[config.mk]
export PLATFORM = sky130hd
export DESIGN_NAME = risc_datapath_flat
export DESIGN_NICKNAME = d
export VERILOG_FILES = /design/src/rtl/risc_datapath_if.sv /design/src/rtl/risc_datapath.sv /design/src/flat_wrapper.sv
export SDC_FILE = /design/constraint.sdc
export NUM_CORES = 1
export LEC_CHECK = 0
export BUFFER_PORTS_ARGS = -buffer_cell sky130_fd_sc_hd__buf_2
export CAP_MARGIN = 20
export CORE_MARGIN = 3
export CORE_UTILIZATION = 40
export CTS_BUF_LIST = sky130_fd_sc_hd__clkbuf_16
export DETAILED_ROUTE_END_ITERATION = 8
export SETUP_SLACK_MARGIN = 0.5
export SYNTH_ARGS = -nofsm -noshare
export SYNTH_HDL_FRONTEND = slang
export SYNTH_SLANG_ARGS = --single-unit
[constraint.sdc]
create_clock -name clk -period 19.35 [get_ports clk]
set_clock_uncertainty 0.15 [all_clocks]
set_input_delay 0.9675 -clock clk [delete_from_list [all_inputs] [get_ports clk]]
set_output_delay 0.9675 -clock clk [all_outputs]
set_load 0.01 [all_outputs]
[src/rtl/risc_datapath_if.sv]
// Control-unit <-> execution-datapath bus: instruction issue, results, flags and debug read.
interface risc_datapath_if #(
  parameter int unsigned DATA_W = 16,
  parameter int unsigned ADDR_W = 3
);
  logic              start;
  logic              ready;
  logic [3:0]        opcode;
  logic [1:0]        src_sel;
  logic [ADDR_W-1:0] rs0;
  logic [ADDR_W-1:0] rs1;
  logic [ADDR_W-1:0] rd0;
  logic [ADDR_W-1:0] rd1;
  logic              we0;
  logic              we1;
  logic [DATA_W-1:0] imm_val;
  logic [DATA_W-1:0] data_in;
  logic [DATA_W-1:0] result_0;
  logic [DATA_W-1:0] result_1;
  logic [3:0]        flags;
  logic              done;
  logic              err;
  logic [ADDR_W-1:0] dbg_addr;
  logic [DATA_W-1:0] dbg_data;

  modport master (
    output start, opcode, src_sel, rs0, rs1, rd0, rd1, we0, we1, imm_val, data_in, dbg_addr,
    input  ready, result_0, result_1, flags, done, err, dbg_data
  );

  modport slave (
    input  start, opcode, src_sel, rs0, rs1, rd0, rd1, we0, we1, imm_val, data_in, dbg_addr,
    output ready, result_0, result_1, flags, done, err, dbg_data
  );
endinterface

[src/rtl/risc_datapath.sv]
// Multi-cycle execution datapath: register file, dual-result ALU, writeback mux, start/done handshake.
module risc_datapath #(
  parameter int unsigned DATA_W     = 16,
  parameter int unsigned NREGS      = 8,
  parameter int unsigned MUL_CYCLES = 2,
  parameter bit          ZERO_R0    = 1'b1
) (
  input  logic           clk,
  input  logic           rst,
  risc_datapath_if.slave bus
);
  localparam int unsigned ADDR_W = $clog2(NREGS);
  localparam int unsigned SH_W   = $clog2(DATA_W);
  localparam int unsigned PW     = 2 * DATA_W;
  localparam int unsigned CNT_W  = (MUL_CYCLES > 1) ? $clog2(MUL_CYCLES) : 1;

  localparam logic [3:0] OP_ADD = 4'd0;
  localparam logic [3:0] OP_SUB = 4'd1;
  localparam logic [3:0] OP_AND = 4'd2;
  localparam logic [3:0] OP_OR  = 4'd3;
  localparam logic [3:0] OP_XOR = 4'd4;
  localparam logic [3:0] OP_NOT = 4'd5;
  localparam logic [3:0] OP_SHL = 4'd6;
  localparam logic [3:0] OP_SHR = 4'd7;
  localparam logic [3:0] OP_MUL = 4'd8;
  localparam logic [3:0] OP_PAS = 4'd9;

  localparam logic [1:0] SRC_ALU = 2'd0;
  localparam logic [1:0] SRC_DIN = 2'd1;
  localparam logic [1:0] SRC_RS0 = 2'd2;

  typedef enum logic [1:0] {S_IDLE, S_RD, S_EX, S_WB} state_t;

  state_t            state;
  logic [DATA_W-1:0] regs [NREGS];
  logic [3:0]        op_q;
  logic [1:0]        src_q;
  logic [ADDR_W-1:0] rs0_q, rs1_q, rd0_q, rd1_q;
  logic              we0_q, we1_q;
  logic [DATA_W-1:0] imm_q, din_q, op1_q, op2_q;
  logic [CNT_W-1:0]  cnt;
  logic [DATA_W-1:0] result_0_q, result_1_q;
  logic [3:0]        flags_q;
  logic              done_q, err_q;

  logic [DATA_W-1:0] alu_lo, alu_hi, wb_val;
  logic              alu_c, alu_v, illegal;
  logic [DATA_W:0]   add_full, sub_full, shl_full, shr_full;
  logic [PW-1:0]     prod;
  logic [SH_W-1:0]   amt;

  // R0 reads as zero when hardwired
  function automatic logic [DATA_W-1:0] rd_reg(input logic [ADDR_W-1:0] a);
    return (ZERO_R0 && (a == '0)) ? '0 : regs[a];
  endfunction

  // R0 writes are dropped when hardwired
  function automatic logic wr_ok(input logic [ADDR_W-1:0] a);
    return !(ZERO_R0 && (a == '0));
  endfunction

  assign bus.ready    = (state == S_IDLE);
  assign bus.result_0 = result_0_q;
  assign bus.result_1 = result_1_q;
  assign bus.flags    = flags_q;
  assign bus.done     = done_q;
  assign bus.err      = err_q;
  assign bus.dbg_data = rd_reg(bus.dbg_addr);

  // ALU on latched operands plus writeback source selection
  always_comb begin
    amt      = op2_q[SH_W-1:0];
    add_full = {1'b0, op1_q} + {1'b0, op2_q};
    sub_full = {1'b0, op1_q} - {1'b0, op2_q};
    shl_full = {1'b0, op1_q} << amt;
    shr_full = {op1_q, 1'b0} >> amt;
    prod     = PW'(op1_q) * PW'(op2_q);
    alu_lo   = '0;
    alu_hi   = '0;
    alu_c    = 1'b0;
    alu_v    = 1'b0;
    illegal  = 1'b0;
    case (op_q)
      OP_ADD: begin
        alu_lo = add_full[DATA_W-1:0];
        alu_c  = add_full[DATA_W];
        alu_v  = (op1_q[DATA_W-1] == op2_q[DATA_W-1]) && (alu_lo[DATA_W-1] != op1_q[DATA_W-1]);
      end
      OP_SUB: begin
        alu_lo = sub_full[DATA_W-1:0];
        alu_c  = sub_full[DATA_W];
        alu_v  = (op1_q[DATA_W-1] != op2_q[DATA_W-1]) && (alu_lo[DATA_W-1] != op1_q[DATA_W-1]);
      end
      OP_AND: alu_lo = op1_q & op2_q;
      OP_OR:  alu_lo = op1_q | op2_q;
      OP_XOR: alu_lo = op1_q ^ op2_q;
      OP_NOT: alu_lo = ~op1_q;
      OP_SHL: begin
        alu_lo = shl_full[DATA_W-1:0];
        alu_c  = shl_full[DATA_W];
      end
      OP_SHR: begin
        alu_lo = shr_full[DATA_W:1];
        alu_c  = shr_full[0];
      end
      OP_MUL: begin
        alu_lo = prod[DATA_W-1:0];
        alu_hi = prod[PW-1:DATA_W];
        alu_c  = |alu_hi;
      end
      OP_PAS: alu_lo = op2_q;
      default: illegal = 1'b1;
    endcase
    case (src_q)
      SRC_ALU: wb_val = alu_lo;
      SRC_DIN: wb_val = din_q;
      SRC_RS0: wb_val = op1_q;
      default: wb_val = imm_q;
    endcase
  end

  // Control FSM, operand latches, register file and committed outputs
  always_ff @(posedge clk) begin
    if (rst) begin
      state      <= S_IDLE;
      op_q       <= '0;
      src_q      <= '0;
      rs0_q      <= '0;
      rs1_q      <= '0;
      rd0_q      <= '0;
      rd1_q      <= '0;
      we0_q      <= 1'b0;
      we1_q      <= 1'b0;
      imm_q      <= '0;
      din_q      <= '0;
      op1_q      <= '0;
      op2_q      <= '0;
      cnt        <= '0;
      result_0_q <= '0;
      result_1_q <= '0;
      flags_q    <= '0;
      done_q     <= 1'b0;
      err_q      <= 1'b0;
      for (int i = 0; i < int'(NREGS); i++) regs[i] <= '0;
    end else begin
      done_q <= 1'b0;
      err_q  <= 1'b0;
      case (state)
        S_IDLE: begin
          if (bus.start) begin
            op_q  <= bus.opcode;
            src_q <= bus.src_sel;
            rs0_q <= bus.rs0;
            rs1_q <= bus.rs1;
            rd0_q <= bus.rd0;
            rd1_q <= bus.rd1;
            we0_q <= bus.we0;
            we1_q <= bus.we1;
            imm_q <= bus.imm_val;
            state <= S_RD;
          end
        end
        S_RD: begin
          op1_q <= rd_reg(rs0_q);
          op2_q <= rd_reg(rs1_q);
          din_q <= bus.data_in;
          // Only an ALU-sourced MUL occupies EX for more than one cycle
          cnt   <= (op_q == OP_MUL && src_q == SRC_ALU) ? CNT_W'(MUL_CYCLES - 1) : '0;
          state <= S_EX;
        end
        S_EX: begin
          if (cnt == '0) state <= S_WB;
          else           cnt   <= cnt - 1'b1;
        end
        S_WB: begin
          state  <= S_IDLE;
          done_q <= 1'b1;
          err_q  <= illegal;
          if (!illegal) begin
            if (src_q == SRC_ALU) begin
              result_1_q <= alu_hi;
              flags_q    <= {alu_v, alu_c, alu_lo[DATA_W-1], (alu_lo == '0)};
              if (we1_q && op_q == OP_MUL && wr_ok(rd1_q)) regs[rd1_q] <= alu_hi;
            end
            // Port 0 is written last so it wins when rd0 == rd1
            if (we0_q && wr_ok(rd0_q)) regs[rd0_q] <= wb_val;
            result_0_q <= wb_val;
          end
        end
        default: state <= S_IDLE;
      endcase
    end
  end
endmodule

[src/flat_wrapper.sv]
// flat-port wrapper written by rule: the top's interface ports become plain ports
module risc_datapath_flat 
#(
  parameter int unsigned DATA_W     = 16,
  parameter int unsigned NREGS      = 8,
  parameter int unsigned MUL_CYCLES = 2,
  parameter bit          ZERO_R0    = 1'b1
)
  (clk, rst, bus_start, bus_opcode, bus_src_sel, bus_rs0, bus_rs1, bus_rd0, bus_rd1, bus_we0, bus_we1, bus_imm_val, bus_data_in, bus_dbg_addr, bus_ready, bus_result_0, bus_result_1, bus_flags, bus_done, bus_err, bus_dbg_data);
  risc_datapath_if #(.DATA_W(DATA_W), .ADDR_W((3))) bus_i ();
  input  logic clk;
  input  logic rst;
  input wire logic [$bits(bus_i.start)-1:0] bus_start;
  input wire logic [$bits(bus_i.opcode)-1:0] bus_opcode;
  input wire logic [$bits(bus_i.src_sel)-1:0] bus_src_sel;
  input wire logic [$bits(bus_i.rs0)-1:0] bus_rs0;
  input wire logic [$bits(bus_i.rs1)-1:0] bus_rs1;
  input wire logic [$bits(bus_i.rd0)-1:0] bus_rd0;
  input wire logic [$bits(bus_i.rd1)-1:0] bus_rd1;
  input wire logic [$bits(bus_i.we0)-1:0] bus_we0;
  input wire logic [$bits(bus_i.we1)-1:0] bus_we1;
  input wire logic [$bits(bus_i.imm_val)-1:0] bus_imm_val;
  input wire logic [$bits(bus_i.data_in)-1:0] bus_data_in;
  input wire logic [$bits(bus_i.dbg_addr)-1:0] bus_dbg_addr;
  output wire logic [$bits(bus_i.ready)-1:0] bus_ready;
  output wire logic [$bits(bus_i.result_0)-1:0] bus_result_0;
  output wire logic [$bits(bus_i.result_1)-1:0] bus_result_1;
  output wire logic [$bits(bus_i.flags)-1:0] bus_flags;
  output wire logic [$bits(bus_i.done)-1:0] bus_done;
  output wire logic [$bits(bus_i.err)-1:0] bus_err;
  output wire logic [$bits(bus_i.dbg_data)-1:0] bus_dbg_data;
  assign bus_i.start = bus_start;
  assign bus_i.opcode = bus_opcode;
  assign bus_i.src_sel = bus_src_sel;
  assign bus_i.rs0 = bus_rs0;
  assign bus_i.rs1 = bus_rs1;
  assign bus_i.rd0 = bus_rd0;
  assign bus_i.rd1 = bus_rd1;
  assign bus_i.we0 = bus_we0;
  assign bus_i.we1 = bus_we1;
  assign bus_i.imm_val = bus_imm_val;
  assign bus_i.data_in = bus_data_in;
  assign bus_i.dbg_addr = bus_dbg_addr;
  assign bus_ready = bus_i.ready;
  assign bus_result_0 = bus_i.result_0;
  assign bus_result_1 = bus_i.result_1;
  assign bus_flags = bus_i.flags;
  assign bus_done = bus_i.done;
  assign bus_err = bus_i.err;
  assign bus_dbg_data = bus_i.dbg_data;
  risc_datapath #(.DATA_W(DATA_W), .NREGS(NREGS), .MUL_CYCLES(MUL_CYCLES), .ZERO_R0(ZERO_R0)) u_core (.clk(clk), .rst(rst), .bus(bus_i));
endmodule
After elaboration in Yosys (flattened, before gate mapping). Memory sizes are Yosys's and may differ from the RTL's. A register that Yosys moved wholly into a read port is not among the register bits. Cells that the tools add are included.

Memory bits (read-only): 0. Word-level logic and storage cells: 117. RAM bits: 128. Bits in latches: 0. Output and inout port bits: 55. Register bits: 125. Memories kept: 1.

Add/sub/neg operators: 3. Equality and inequality tests: 20. Reduce and logical (&&, ||, !) cells: 27. $mul: 1. Bitwise logic cells: 5. Magnitude comparators: 0. Muxes and demuxes: 39. Shift-type cells: 2. Divide/modulo/power cells: 0.

Memory list: u_core.regs (depth 8, bits a word 16, rd ports 3, clocked after Yosys merged registers in 2, wr ports 8, RTL line risc_datapath.sv:35) `logic [DATA_W-1:0] regs [NREGS];`.

Operators with widths (number): $pmux 16 s10 (1); $mux 16 (6); $pmux 16 s3 (1); $reduce_or 16->1 (3); $mul 16x16->32 (1); $mux 1 (19); $mux 3 (6); $add 16x16->17 (1); $shl 16x4->17 (1); $shr 17x4->17 (1); $sub 16x16->17 (1); $and 16x16->16 (1); $eq 4x3->1 const B (4); $logic_not 16->1 (1); $not 16->16 (1); $or 16x16->16 (1); $xor 16x16->16 (1); $logic_not 3->1 (5); $reduce_or 10->1 (1); $eq 4x2->1 const B (2); $eq 4x4->1 const B (2); $pmux 2 s4 (1); $eq 2x2->1 const B (3); $logic_and 1x1->1 (6); 17 further kinds (27).

Depth between registers and ports, before layout. Gate-level depths: netlist of the first run.

Depth after elaboration: 11. Gate-level depth with buffers: 28. Gate-level depth less buffers: 24.

Worst setup path before layout of the first run. Ideal clock, no wire load.

Path kind: reg-to-reg. From: register u_core.op2_q[2]. To: register u_core.flags_q[2], in the netlist u_core.bus.flags[2]. Arrival time: 6.843 ns. Stages on the path, launching flop included: 25. Slack: 12.241 ns. Clock period less this slack: 7.109 ns. Data required time: 19.084 ns. Cell sequence: dfxtp_1 > buf_2 > buf_1 > clkbuf_1 > buf_1 > nand2_1 > fa_1 > fa_1 > inv_1 > fa_1 > fa_1 > fa_1 > inv_1 > fa_1 > inv_1 > ha_1 > clkbuf_1 > nand3_1 > a211o_1 > a2111o_1 > a31o_2 > xnor2_1 > nor4b_1 > nand4_1 > o211a_1.

Word-level cells in the longest chain between the ends: 3.

Ends and longest elaborated chain: from (decl) (RTL line risc_datapath.sv:40) `logic [DATA_W-1:0] imm_q, din_q, op1_q, op2_q;`; from (signal assigned) (RTL line risc_datapath.sv:165) `op2_q <= rd_reg(rs1_q);`; $mul 16x16->32 (RTL line risc_datapath.sv:77) `prod = PW'(op1_q) * PW'(op2_q);`; $reduce_or 16->1 (RTL line risc_datapath.sv:109) `alu_c = |alu_hi;`; $pmux 1 s5 (*) (RTL line risc_datapath.sv:83) `case (op_q)`; to (signal assigned) (RTL line risc_datapath.sv:182) `flags_q <= {alu_v, alu_c, alu_lo[DATA_W-1], (alu_lo == '0)};`; to (decl) (RTL line risc_datapath.sv:43) `logic [3:0] flags_q;`.

Every way passes the cells marked *; elsewhere a longest branch is shown, timed or not. A chain may end at the register's enable or synchronous reset.

==> run metrics, run 1 <==
status=complete, no violations; fillcell total=6183; EDFF count, synth=128; CP Class=reg2reg; max_cap viols=0; Sink Count=259; initial antenna violation count=5; CTS Hold Buffers Added=0; Slew HR=15.86%; Slew Viols, Final=0; Routed Antenna Nets=0; count leader, synth=nand2_1; core footprint=63310 um2; Total GRT Usage=31.42%; CTS tree=yes; CP Launch Type=flop; IR drop worst, VDD=113.0 uV; Area growth syn-to-layout=9.116%; Switching Fraction=43.71%; 1st-iter DRT viols=2932; hold slack=306.4 ps; cell area after synthesis=25670 um2; post-synth top area cell=fa_1; Leakage Power=11.22 nW; Tmin final=8806 ps; Synth Area per Inst=9.226 um2; post-CTS setup buffer count=0; Max Root-Sink Buffers=3; Net Switching=0.9748 mW; part of the power in registers=31.0%; Least-Margin Pin Slew=1255 ps; Hold Violations, Final=0; unrepaired setup endpoints after global routing=no; Post-synth top flop=dfxtp_1; Fmax=113.6 MHz; Num CTS Buffers=28; H-tree depth=1; largest net degree at the start of global routing=76; Die Wd=259.3 um; site row count=92; Int Pwr=1.255 mW; warnings from Yosys=0; PwrDens=79.62 nW/um2; Worst setup EP type=flop; #FFs+latches synth=259; number of global-route vias before repair=23280; Routed WL=107700 um; Skew-Pair Late Insertion Delay=570 ps; worst hold path type=reg2reg; DRT Pass-1 Iters=6; share of post-route cells with drive strength above 1=13.98%; crit path DAT=8920 ps; largest fanout on the critical path=19; Seq/Total Area, Yosys=25.19%; DRC Markers=0; Gate power share=44.9%; post-CTS sizing=0; Tcrit/Tclk final=45.51%; io pins=113; library cells used by synthesis=89; Final TNS setup=0 ps; global-route wire length before repair=155900 um; top cell type's share of synthesized area=15.29%; Post-Syn Instances=2782; DP HPWL=79490 um; synth cell count leaders=nand2_1, nor2_1, inv_1, fa_1, ha_1; ys async rst share=0%; die area=67240 um2; Final Setup Violations=0; CTS Root Cell=clkbuf_16; final weighted congestion in routability-driven placement=0.9923; Clock transition at path regs=60 ps; Via Count=23200; GRT Residual Overflow=0; synth top area cells=fa_1, edfxtp_1, dfxtp_1; Crit path required time=19470 ps; clock share of power=24.1%; Vias/cell=6.324; Buffers on Ports=112; DR WL/cell=29.35 um; die height=259.3 um; initial core utilization=40.54%; layout net count=3208
==> layout make-up <==
type	count	area (um2)	area share (%)
clock buffers	30	750.7	2.680
inverters	295	1109	3.958
well taps	846	1059	3.779
diodes	3	7.507	0.02680
clock inverters	22	158.9	0.5674
flip-flops and latches	259	6470	23.10
multi-input cells	2037	17370	62.04
repair buffers	176	1079	3.851
==> stage by stage <==
stage / instances / cell area, um2 / utilization, % / setup WS (ps) / power, mW
after global placement: 3607 / 27010 / 42.66 / 11070 / 1.657
after detailed placement: 3609 / 27030 / 42.69 / 10870 / 1.664
after floorplan: 2797 / 25720 / - / 12240 / 1.296
final: 3668 / 28010 / 44.24 / 10540 / 2.230
after global routing: 3665 / 28000 / 44.23 / 10340 / 2.308
after CTS: 3661 / 27940 / 44.13 / 10860 / 2.197
==> registers in the layout (all words and copies together), names as in the netlist, named ones only <==
| signal | count |
|---|---|
| u_core.rs1_q | 3 |
| u_core.din_q | 16 |
| u_core.op1_q | 16 |
| u_core.bus.err | 1 |
| u_core.op_q | 4 |
| u_core.src_q | 2 |
| u_core.we0_q | 1 |
| u_core.rs0_q | 3 |
| u_core.bus.result_1 | 16 |
| u_core.imm_q | 16 |
| u_core.state | 2 |
| u_core.we1_q | 1 |
| u_core.op2_q | 16 |
| u_core.bus.result_0 | 16 |
| u_core.regs | 128 |
| u_core.bus.flags | 4 |
| u_core.bus.done | 1 |
| u_core.rd1_q | 3 |
| u_core.rd0_q | 3 |
| u_core.cnt | 1 |
==> cell families (layout without fill, tap and decap cells) <==
kind of cell             after synthesis  after routing  synth area share [%]
XOR/XNOR                              23             23                0.7848
adder cells (fa/ha/maj)              353            353                 22.94
buffers and inverters                501            523                 7.566
AND/OR/NAND/NOR                      836            836                 14.53
multiplexers                         222            222                 13.67
AO/OA/AOI/OAI                        587            587                 15.30
flip-flops                           259            259                 25.19
other                                  1             19               0.01461
==> worst paths after layout <==
| check | from | endpoint | slack [ps] | cells after the start |
|---|---|---|---|---|
| worst min-delay path | u_core.imm_q[13]$_SDFFE_PP0P_ | u_core.imm_q[13]$_SDFFE_PP0P_ | 310 | 2 |
| worst max register to register | u_core.op1_q[7]$_SDFFE_PP0N_ | u_core.regs[4][12]$_DFFE_PP_ | 10540 | 21 |
| worst max-delay path | u_core.op1_q[7]$_SDFFE_PP0N_ | u_core.regs[4][12]$_DFFE_PP_ | 10540 | 21 |
| worst min register to register | u_core.imm_q[13]$_SDFFE_PP0P_ | u_core.imm_q[13]$_SDFFE_PP0P_ | 310 | 2 |
==> worst max-delay path, stage by stage, from the launching register on <==
cell and delay, ps:
dfxtp_1 1050, clkinv_1 690, nor2_1 290, fa_1 440
inv_1 80, fa_1 450, fa_1 530, inv_1 60
fa_1 490, fa_1 490, inv_1 50, fa_1 470
inv_1 40, ha_1 420, and2_1 300, nand3_1 150
a211oi_1 770, o21ai_0 360, o21ai_0 400, nand3_1 190
nand3_1 450, o22ai_1 190
==> metal layers <==
| metal | part of all wire [%] | wire (um) | GRT usage (%) |
|---|---|---|---|
| met1 | 39 | 42030 | 41.18 |
| met2 | 45 | 48120 | 49.14 |
| met3 | 10 | 10960 | 6.624 |
| met4 | 6.1 | 6546 | 16.07 |
| met5 | 0.012 | 13 | 0 |
==> placed cells by master (no fill, tap or decap), drive strengths merged, types with 31 or more instances in the layout <==
master	instances
o21ai	57
inv	290
ha	157
clkbuf	31
a21oi	155
mux2	39
nor2	291
nand2	311
mux4	99
dfxtp	131
buf	175
nand3	44
mux2i	84
a211oi	36
fa	196
edfxtp	128
o22ai	128
==> power by group through the flow <==
stage | clock [mW] | sequential (mW) | combinational (mW)
after floorplan | 0 | 0.671 | 0.625
after global placement | 0 | 0.697 | 0.960
after detailed placement | 0 | 0.700 | 0.965
after CTS | 0.541 | 0.688 | 0.969
after global routing | 0.564 | 0.695 | 1.05
final | 0.538 | 0.691 | 1.00
(Power assumes the default switching activity.)
==> inputs of run 2 (changes only) <==
- clock period: 19.35 -> 8.1 ns (I/O delays scaled with it)
==> run 2 against run 1 <==
  * Register-to-register slack worse by 9900 ps
  * Critical path type unchanged
  * Worst setup slack got worse by 9900 ps
  * Critical path depth unchanged
  * Clock-buffer cell count shrank 1
==> run metrics, run 2 (synthesis gave the netlist of run 1 again) <==
core footprint=63310 um2; Slew Viols, Final=0; DR WL/cell=28.39 um; GRT Residual Overflow=0; Area growth syn-to-layout=12.64%; status=complete, no violations; fillcell total=6138; Vias/cell=6.254; share of post-route cells with drive strength above 1=15.72%; largest net degree at the start of global routing=58; Routed Antenna Nets=0; layout net count=3296; critical path's top delay family=adder cells; post-route cell area=28910 um2; Final TNS setup=0 ps; CTS tree=yes; initial core utilization=40.54%; die area=67240 um2; final setup margin=658.4 ps; Crit path required time=8230 ps; die height=259.3 um; Clock transition at path regs=70 ps; Slew HR=16.96%; Skew-Pair Late Insertion Delay=590 ps; DRC Markers=0; largest reg by FF count=u_core.regs; IR drop worst, VDD=263.8 uV; 1st-iter DRT viols=2893; slowest stage cell, crit path=dfxtp_2; number of global-route vias before repair=23380; Setup WS pre-CTS=421.4 ps; most frequent cells in the layout=nand2_1, nor2_1, inv_1; Least-Margin Pin Slew=1242 ps; crit path DAT=7570 ps; area post-placement=27210 um2; commonest non-fill, non-tap cell in the layout=nand2_1; initial antenna violation count=2; Via Count=23480; Buffers on Ports=112; H-tree depth=1; Tcrit/Tclk final=91.87%; io pins=113; Routed WL=106600 um; CP Class=reg2reg; Tmin final=7442 ps; worst path cell trace=inv_1 -> nor2_1 -> fa_1 -> inv_1 -> fa_1 -> fa_1 -> inv_1 -> fa_1 -> fa_1 -> inv_1 -> fa_1 -> inv_1 -> ha_1 -> and2_1 -> nand3_1 -> a211oi_1 -> buf_4 -> o211ai_1 -> a21boi_0 -> or3_1 -> o22ai_1; worst hold path type=in2reg; unrepaired setup endpoints after global routing=yes; worst path bufs/invs=6; largest fanout on the critical path=12; Fmax=134.4 MHz; max reg flops=128; Critical Path Max Stage Delay=570 ps; # diodes=0; Die Wd=259.3 um; CP Launch Type=flop; Num CTS Buffers=29; crit-path most repeated cell=fa_1; Max Root-Sink Buffers=3; final core utilization=45.67%; Hold Violations, Final=0; Total GRT Usage=31.24%; Sink Count=259; global-route wire length before repair=156400 um; Leakage Power=11.64 nW; Final Setup Violations=0; DP HPWL=79500 um; PwrDens=188.9 nW/um2; final weighted congestion in routability-driven placement=1.000; DRT Pass-1 Iters=7; CTS Root Cell=clkbuf_16; site row count=92; max_cap viols=0; Worst setup EP type=flop
## run 2: changes by cell type in the layout (fill, tap and decap cells not counted), sizes merged
cell,previous run,this run
dlygate4sd3,0,52
buf,175,208
clkinv,24,15
clkinvlp,1,8
diode,3,0
inv,290,293
bufinv,2,4
clkbuf,31,32
## run 2: final cells by class
class / instances / area (um2) / share of cell area [%]
clock inverter: 25 / 245.2 / 0.8482
inverter: 295 / 1125 / 3.890
timing repair buffer: 263 / 1866 / 6.452
clock buffer: 29 / 725.7 / 2.510
sequential: 259 / 6485 / 22.43
tap: 846 / 1059 / 3.661
multi-input combinational: 2037 / 17410 / 60.21
## run 2: final timing paths
path	end	cells past startpoint	from	slack, ps
max	u_core.regs[6][4]$_DFFE_PP_	21	u_core.op1_q[8]$_SDFFE_PP0N_	660
min	u_core.op2_q[9]$_SDFFE_PP0N_	2	rst	140
max reg2reg	u_core.regs[6][4]$_DFFE_PP_	21	u_core.op1_q[8]$_SDFFE_PP0N_	660
min reg2reg	u_core.we1_q$_SDFFE_PP0P_	2	u_core.we1_q$_SDFFE_PP0P_	300
## run 2: routing by layer
layer	vias to the layer above	routed length, um	GRT usage (%)	share of wire [%]
met5	-	22	0	0.021
met4	4	6347	15.42	6.0
met3	293	11860	7.112	11
met2	1478	48050	48.40	45
met1	11700	40280	41.20	38
li1	10010	-	-	-
## run 2: power breakdown
part,leakage [nW],switching (mW),internal [mW]
Combinational,8.76,1.62,0.815
Clock,0.493,0.589,0.784
Sequential,2.38,0.152,1.51
## run 2: per-stage QoR
| step | cells | hold WS (ps) | power (mW) |
|---|---|---|---|
| after floorplan | 2797 | 281.6 | 3.096 |
| after global placement | 3634 | 293.0 | 3.960 |
| after detailed placement | 3634 | 294.5 | 3.984 |
| after CTS | 3740 | 124.8 | 5.360 |
| after global routing | 3754 | 150.1 | 5.647 |
| final | 3754 | 143.2 | 5.462 |
## run 2: timing repair
| action | CTS | global route |
|---|---|---|
| buffers inserted | 0 | 8 |
| setup endpoints to repair | 29 | 88 |
| resized for setup | 5 | 19 |
| hold buffers | 52 | 0 |
| hold endpoints to repair | 58 | 0 |
